File: config.mk
export PLATFORM = sky130hd
export DESIGN_NAME = mem_port_arbiter
export DESIGN_NICKNAME = d
export VERILOG_FILES = /design/src/rtl/mem_port_arbiter.sv
export SDC_FILE = /design/constraint.sdc
export NUM_CORES = 1
export LEC_CHECK = 0
export ABC_AREA = 0
export CORE_AREA = 2 2 209 211
export CTS_CLUSTER_SIZE = 20
export DETAILED_ROUTE_END_ITERATION = 7
export DIE_AREA = 0 0 211 213
export PLACE_DENSITY = 0.58
export SYNTH_ARGS = -nofsm -noshare
export SYNTH_HDL_FRONTEND = slang
export SYNTH_SLANG_ARGS = --single-unit
File: constraint.sdc
create_clock -name clk -period 2.55 [get_ports clk]
set_input_delay 0.255 -clock clk [delete_from_list [all_inputs] [get_ports clk]]
set_output_delay 0.255 -clock clk [all_outputs]
set_load 0.01 [all_outputs]
File: src/rtl/mem_port_arbiter.sv
// mem_port_arbiter
//   Shares a single memory port between the instruction-fetch requester and
//   the data-access requester. Each access is a req/ack handshake. A counter
//   bounds the wait for mem_ack. Stall outputs freeze the pipeline registers
//   that feed a requester until its access completes.
//
// Ports
//   clk, reset              clock, synchronous active-high reset
//   i_req/i_addr            fetch request and address (held until i_done)
//   i_rdata/i_done          fetched word and one-cycle completion pulse
//   d_req/d_we/d_type       data request, store flag and size/sign code
//   d_addr/d_wdata          data address and store data (held until d_done)
//   d_rdata/d_done          load data and one-cycle completion pulse
//   bus_err                 pulses with the done of a timed-out access
//   mem_req/mem_we/mem_type registered memory request, write enable, size
//   mem_addr/mem_wdata      registered memory address and write data
//   mem_ack/mem_rdata       memory completion and read data (used in BUSY only)
//   stall_if/stall_mem      combinational stalls for PC/IF_ID and EX_MEM/MEM_WB
module mem_port_arbiter #(
    parameter int ADDR_W  = 64,
    parameter int DATA_W  = 64,
    parameter int MTYPE_W = 3,
    parameter int TIMEOUT = 255
) (
    input  logic               clk,
    input  logic               reset,
    input  logic               i_req,
    input  logic [ADDR_W-1:0]  i_addr,
    output logic [DATA_W-1:0]  i_rdata,
    output logic               i_done,
    input  logic               d_req,
    input  logic               d_we,
    input  logic [MTYPE_W-1:0] d_type,
    input  logic [ADDR_W-1:0]  d_addr,
    input  logic [DATA_W-1:0]  d_wdata,
    output logic [DATA_W-1:0]  d_rdata,
    output logic               d_done,
    output logic               bus_err,
    output logic               mem_req,
    output logic               mem_we,
    output logic [MTYPE_W-1:0] mem_type,
    output logic [ADDR_W-1:0]  mem_addr,
    output logic [DATA_W-1:0]  mem_wdata,
    input  logic               mem_ack,
    input  logic [DATA_W-1:0]  mem_rdata,
    output logic               stall_if,
    output logic               stall_mem
);

    localparam logic [1:0] ST_IDLE = 2'd0;
    localparam logic [1:0] ST_BUSY = 2'd1;
    localparam logic [1:0] ST_DONE = 2'd2;

    // Owner / last_grant encoding: 0 = instruction fetch, 1 = data access.
    localparam logic OWN_INSTR = 1'b0;
    localparam logic OWN_DATA  = 1'b1;

    // Counter only ever reaches TIMEOUT-1.
    localparam int                 CNT_W      = (TIMEOUT > 1) ? $clog2(TIMEOUT) : 1;
    localparam logic [CNT_W-1:0]   CNT_LAST   = CNT_W'(TIMEOUT - 1);
    localparam logic [MTYPE_W-1:0] FETCH_TYPE = MTYPE_W'(3);

    logic [1:0]         state_reg, state_next;
    logic               owner_reg;
    logic               last_grant_reg;
    logic [CNT_W-1:0]   cnt_reg;
    logic               bus_err_reg;
    logic               mem_req_reg;
    logic               mem_we_reg;
    logic [MTYPE_W-1:0] mem_type_reg;
    logic [ADDR_W-1:0]  mem_addr_reg;
    logic [DATA_W-1:0]  mem_wdata_reg;

    logic grant_valid;
    logic grant_data;
    logic ack_hit;
    logic timeout_hit;
    logic complete;

    // Arbitration: a lone requester wins; on a tie the requester that was
    // not granted last time wins.
    always_comb begin
        grant_valid = i_req | d_req;
        if (i_req && d_req) begin
            grant_data = (last_grant_reg != OWN_DATA);
        end else begin
            grant_data = d_req;
        end
    end

    // An ack in the final allowed cycle takes precedence over the timeout.
    assign ack_hit     = (state_reg == ST_BUSY) && mem_ack;
    assign timeout_hit = (state_reg == ST_BUSY) && !mem_ack && (cnt_reg == CNT_LAST);
    assign complete    = ack_hit || timeout_hit;

    always_comb begin
        state_next = state_reg;
        case (state_reg)
            ST_IDLE: if (grant_valid) state_next = ST_BUSY;
            ST_BUSY: if (complete)    state_next = ST_DONE;
            ST_DONE: state_next = ST_IDLE;
            default: state_next = ST_IDLE;
        endcase
    end

    always_ff @(posedge clk) begin
        if (reset) begin
            state_reg      <= ST_IDLE;
            owner_reg      <= OWN_INSTR;
            last_grant_reg <= OWN_INSTR;
            cnt_reg        <= '0;
            bus_err_reg    <= 1'b0;
            mem_req_reg    <= 1'b0;
            mem_we_reg     <= 1'b0;
            mem_type_reg   <= '0;
            mem_addr_reg   <= '0;
            mem_wdata_reg  <= '0;
        end else begin
            state_reg <= state_next;
            case (state_reg)
                ST_IDLE: begin
                    if (grant_valid) begin
                        mem_req_reg    <= 1'b1;
                        owner_reg      <= grant_data;
                        last_grant_reg <= grant_data;
                        cnt_reg        <= '0;
                        if (grant_data) begin
                            mem_we_reg    <= d_we;
                            mem_type_reg  <= d_type;
                            mem_addr_reg  <= d_addr;
                            mem_wdata_reg <= d_wdata;
                        end else begin
                            mem_we_reg    <= 1'b0;
                            mem_type_reg  <= FETCH_TYPE;
                            mem_addr_reg  <= i_addr;
                            mem_wdata_reg <= '0;
                        end
                    end
                end
                ST_BUSY: begin
                    if (complete) begin
                        mem_req_reg <= 1'b0;
                        bus_err_reg <= timeout_hit;
                    end else begin
                        cnt_reg <= cnt_reg + CNT_W'(1);
                    end
                end
                ST_DONE: begin
                    bus_err_reg <= 1'b0;
                end
                default: begin
                    bus_err_reg <= 1'b0;
                end
            endcase
        end
    end

    // Per-requester completion pulse and read-data holding register.
    // Index 0 is the fetch side, index 1 the data side.
    logic [1:0]        done_vec;
    logic [DATA_W-1:0] rdata_vec [2];

    for (genvar gi = 0; gi < 2; gi++) begin : g_port
        localparam logic OWN = (gi == 1);

        logic              done_reg;
        logic [DATA_W-1:0] rdata_reg;

        always_ff @(posedge clk) begin
            if (reset) begin
                done_reg  <= 1'b0;
                rdata_reg <= '0;
            end else if (complete && (owner_reg == OWN)) begin
                done_reg  <= 1'b1;
                // A timed-out access returns zero data.
                rdata_reg <= ack_hit ? mem_rdata : '0;
            end else if (state_reg == ST_DONE) begin
                done_reg <= 1'b0;
            end
        end

        assign done_vec[gi]  = done_reg;
        assign rdata_vec[gi] = rdata_reg;
    end

    assign i_done    = done_vec[0];
    assign d_done    = done_vec[1];
    assign i_rdata   = rdata_vec[0];
    assign d_rdata   = rdata_vec[1];
    assign bus_err   = bus_err_reg;
    assign mem_req   = mem_req_reg;
    assign mem_we    = mem_we_reg;
    assign mem_type  = mem_type_reg;
    assign mem_addr  = mem_addr_reg;
    assign mem_wdata = mem_wdata_reg;

    // A data access blocks the whole front of the pipeline as well.
    assign stall_mem = d_req & ~d_done;
    assign stall_if  = (i_req & ~i_done) | stall_mem;

endmodule

* Word-level counts from Yosys, hierarchy flattened *
Cells that the tools add are included.

operators by class
  add/subtract/negate cells = 1
  reduce and logical (&&, ||, !) cells = 17
  $mul = 0
  eq/ne operators = 6
  multiplexer cells = 20
  div/mod/pow operators = 0
  bitwise logic cells = 8
  magnitude comparators = 0
  shifts and indexed selects = 0

operator list
  kind                 number
  $mux 64              3
  $mux 8               2
  $pmux 8 s2           1
  $add 8x1->8 const B  1
  $eq 8x8->1 const B   1
  $mux 1               8
  $logic_and 1x1->1    6
  $ne 2x2->1 const B   3
  $reduce_and 2->1     3
  $reduce_and 3->1     2
  $reduce_bool 2->1    3
  $mux 2               2
  $not 1->1            4
  $pmux 1 s2           2
  $pmux 2 s2           1
  $mux 3               1
  $and 1x1->1          2
  $eq 2x1->1 const B   1
  $eq 2x2->1 const B   1
  $logic_not 2->1      1
  $or 1x1->1           2
  $logic_not 1->1      1
  $logic_or 1x1->1     1

storage, ports and cells
  input bits = 265
  bits in latches = 0
  memory bits (writable) = 0
  ROM bits = 0
  word-level logic and storage cells = 65
  memories = 0
  output and inout port bits = 266
  register bits after elaboration = 275

* Logic depth before layout (Yosys ltp) *
  depth after elaboration = 6
  gate-level depth with buffers = 9
  depth with buffers taken out = 6

* Least setup slack after synthesis *
No wires, ideal clock.

  path type = reg2reg
  start point = reg cnt_reg[0]
  end point = reg g_port[0].done_reg (netlist: i_done)
  period minus slack after synthesis = 1.626 ns
  buffers on the path = 3
  stages on the path, launching flop included = 10
  path slack = 0.924 ns
  arrival time = 1.508 ns
  data required time = 2.433 ns
  library setup time = 0.117 ns
  path through = dfxtp_1 inv_1 ha_1 nand3_1 nor2_1 o21a_1 buf_2 buf_2 buf_2 a32o_1

between the ends
  word-level cells in the longest chain between the ends = 5
  elaborated cells between the ends (all ways) = 6
  classes of those cells = eq/ne: 1; mux: 1; reduce/logical: 4

ends and longest elaborated chain
  item                                         line  text
  start, declared                              66    logic [CNT_W-1:0] cnt_reg;
  start signal, assigned                       145   cnt_reg <= cnt_reg + CNT_W'(1);
  $eq 8x8->1 (*)                               93    assign timeout_hit = (state_reg == ST_BUSY) && !mem_ack && (cnt_reg == CNT_LAST);
  $logic_and 1x1->1 (*)                        93
  $logic_or 1x1->1 (*)                         94    assign complete = ack_hit || timeout_hit;
  $logic_and 1x1->1 (*)                        173   end else if (complete && (owner_reg == OWN)) begin
  $mux 1 or $reduce_bool 2->1 (tied branches)  -
  end signal, assigned                         171   done_reg <= 1'b0;
  end signal, assigned                         174   done_reg <= 1'b1;
  end signal, assigned                         178   done_reg <= 1'b0;
  end, declared                                166   logic done_reg;

Every way passes the cells marked *; elsewhere a longest branch is shown, timed or not.
A chain may end at the register's enable or synchronous reset.

* Worst setup path after layout *
  start point = reg state_reg[0]
  end point = reg g_port[0].rdata_reg[38] (netlist: i_rdata[38])

between the ends
  word-level cells in the longest chain between the ends = 5
  elaborated cells between the ends (all ways) = 7
  classes of those cells = eq/ne: 1; mux: 1; reduce/logical: 5

ends and longest elaborated chain
  item                            line    text
  start, declared                 63      logic [1:0] state_reg, state_next;
  start signal, assigned          119     state_reg <= state_next;
  $eq 2x1->1 (*)                  92, 93
  $logic_and 1x1->1 (2 in a row)  93
  $logic_or 1x1->1                94
  $logic_and 1x1->1               173
  end signal, assigned            176     rdata_reg <= ack_hit ? mem_rdata : '0;
  end, declared                   167     logic [DATA_W-1:0] rdata_reg;

Marked as above.

==> results <==
[area by class of cell]
| class | count | area, um^2 |
|---|---|---|
| fill | 4177 | 24900 |
| timing repair buffer | 571 | 5770 |
| sequential | 275 | 5510 |
| multi-input combinational | 775 | 4830 |
| clock buffer | 47 | 916 |
| tap | 546 | 683 |
| clock inverter | 3 | 40.0 |
| inverter | 4 | 15.0 |
[worst max path at each step]
stage / depth (start not counted) / slack, ns / startpoint / end
2_1_floorplan: 9 / 0.92 / cnt_reg[0] / i_done
3_3_place_gp: 6 / 0.46 / d_req / mem_addr[45]
3_5_place_dp: 5 / 0.37 / state_reg[0] / i_rdata[33]
4_1_cts: 5 / 0.35 / state_reg[0] / i_rdata[33]
5_1_grt: 5 / 0.18 / state_reg[0] / i_rdata[39]
6_report: 5 / 0.35 / state_reg[0] / i_rdata[38]
[report_power, final]
group	internal [mW]	leakage, nW	total [mW]	switching (mW)
clock network	2.53	0.471	4.27	1.74
registers	4.56	2.25	4.71	0.152
logic	1.16	3.39	2.21	1.05
total	8.24	6.11	11.2	2.95
[tightest hold or removal path: stages]
cell and delay (ns):
clkdlybuf4s50_1 0.45, a22oi_1 0.06, nor2_1 0.07
[layout by cell type, fill, tap and decap left out, types with 12 or more instances in the layout]
| cell | count |
|---|---|
| dfxtp_1 | 274 |
| a21oi_1 | 198 |
| clkdlybuf4s50_1 | 529 |
| buf_4 | 29 |
| a311oi_1 | 66 |
| a22oi_1 | 66 |
| buf_12 | 12 |
| clkbuf_16 | 31 |
| a211oi_1 | 128 |
| mux2i_1 | 64 |
| nor2_1 | 135 |
| nand2_1 | 70 |
[metrics by stage]
step | util | instance area, um^2 | instances
global placement | 0.394 | 16800 | 2171
detailed placement | 0.394 | 16800 | 2171
global route | 0.416 | 17800 | 2221
CTS | 0.416 | 17800 | 2221
floorplan | - | 10900 | 1181
finish | 0.416 | 17800 | 2221
[cells by family after synthesis]
logic type	synth area share
buffers and inverters	0.0574
DFF	0.504
AOI/OAI and AO/OA	0.292
and+or+nand+nor	0.0851
adders and majority gates	0.00229
muxes	0.0587
[per-layer routing]
layer	global-route usage	wire, um	vias up
met3	0.0588	3610	78
met4	0.0600	1410	0
met2	0.295	19600	441
met5	0	0	-
li1	-	-	5349
met1	0.207	16600	5127
==> impl_metrics.toml <==
[outcome]
status = "finished, final reports clean"

[worst_setup_path]
cp_slowest_cell = "and3b_4"
r2r_start = "state_reg[0]"
reg2regPathDepth = 5
crit_path_start_kind = "register"
path_cells = "nor2b_2 -> and3b_4 -> buf_4 -> a21oi_1 -> a211oi_1"
critPathMaxStageDelay_ns = 0.62
path_delay_family = "simple AND/OR/NAND/NOR gates"
cp-end-kind = "register"
arrival_ns = 2.66
crit_type = "register to register"
r2r-end = "i_rdata[38]"
crit_buf_inv = 1
cp.required_ns = 3.01
ff2ff_setup_slack_ns = 0.35
cp_max_fo = 31

[synth]
yosys_warnings = 0
synth_edf_count = 0
async_flop_share = 0
yosysUniqueCellTypes = 39
yosysMostFrequentCell = "dfxtp_1"
synthTopCellsByCount = "dfxtp_1, a21oi_1, nor2_1"
syn_nets = 1448
yosysTopAreaCell = "dfxtp_1"
syn_area_per_cell_um2 = 9.24
netlist_instances = 1181
ys_seq_area_frac = 0.504
synth_ff_type = "dfxtp_1"
syn_area_um2 = 10900
yosysTopAreaCellShare = 0.504
ys_seq_elements = 275
synth_area_leaders = "dfxtp_1, a21oi_1, a211oi_1"

[die]
fp.coreArea_um2 = 42700
die-height_um = 213
start_util = 0.256
io_pins = 531
dieArea_um2 = 44900
die_width_um = 211
rows = 76

[cts]
clkLatencyLatePin_ns = 0.56
cts_setup_buffers = 0
ctsResizeCount = 0
clock_sinks = 275
cts_tree = "yes"
cts.clk_slew.worst_paths_ns = 0.06
cts_hold_buf = 0
cts_buffers = 31
root_buffer = "clkbuf_16"
htree_num_levels = 1
cts.path.max_buffers = 3

[grt]
track_usage = 0.175
grt_pass1_vias = 10800
antenna_found_initial = 0
grt_max_degree = 131
grt_pass1_wl_mm = 62.6
overflow = 0

[route]
via_per_inst = 4.95
drtIter0Drc = 634
num_vias = 11000
antenna_left = 0
wl_per_cell_um = 18.5
routed_wl_mm = 41.1
dr.pass1.iters = 5
drc_errors = 0

[place]
pre_cts_ws_ns = 0.371
place_congestion = 0.818
io_buffer_count = 530
place_hpwl_mm = 29.3

[sta]
maxSlewViolCount = 0
max_freq_ghz = 0.455
setup_ws_ns = 0.350
fin_crit_sh = 0.863
finalCriticalPeriod_ns = 2.20
fin_setup_tns_ns = 0
holdWs_ns = 0.310
setup_viol = 0
finalClockSkew_ns = 0.0149
relSlewSlack = 0.503
rsz0062_at_grt = "false"
tightest_slew_ns = 0.745
hold_viol_final = 0

[min_path]
hold_path_startpoint = "d_wdata[51]"
hold_path.class = "input pin to register"
holdPathStages = 3
hold_end = "mem_wdata[51]"

[finish]
areaGrowthSynthToFinish_pct = 62.7
antenna_cells = 0
fin_nets = 1925
final_layout_size_suffix_gt1_frac = 0.0579

[power]
power_density_nw_per_um2 = 630
peakVddDrop_mv = 0.518
cellLeakagePower_nw = 6.11
p_total_mw = 11.2

[flow_run]
drv_cap = 0
No activity file was read; power rests on OpenSTA's default activity.
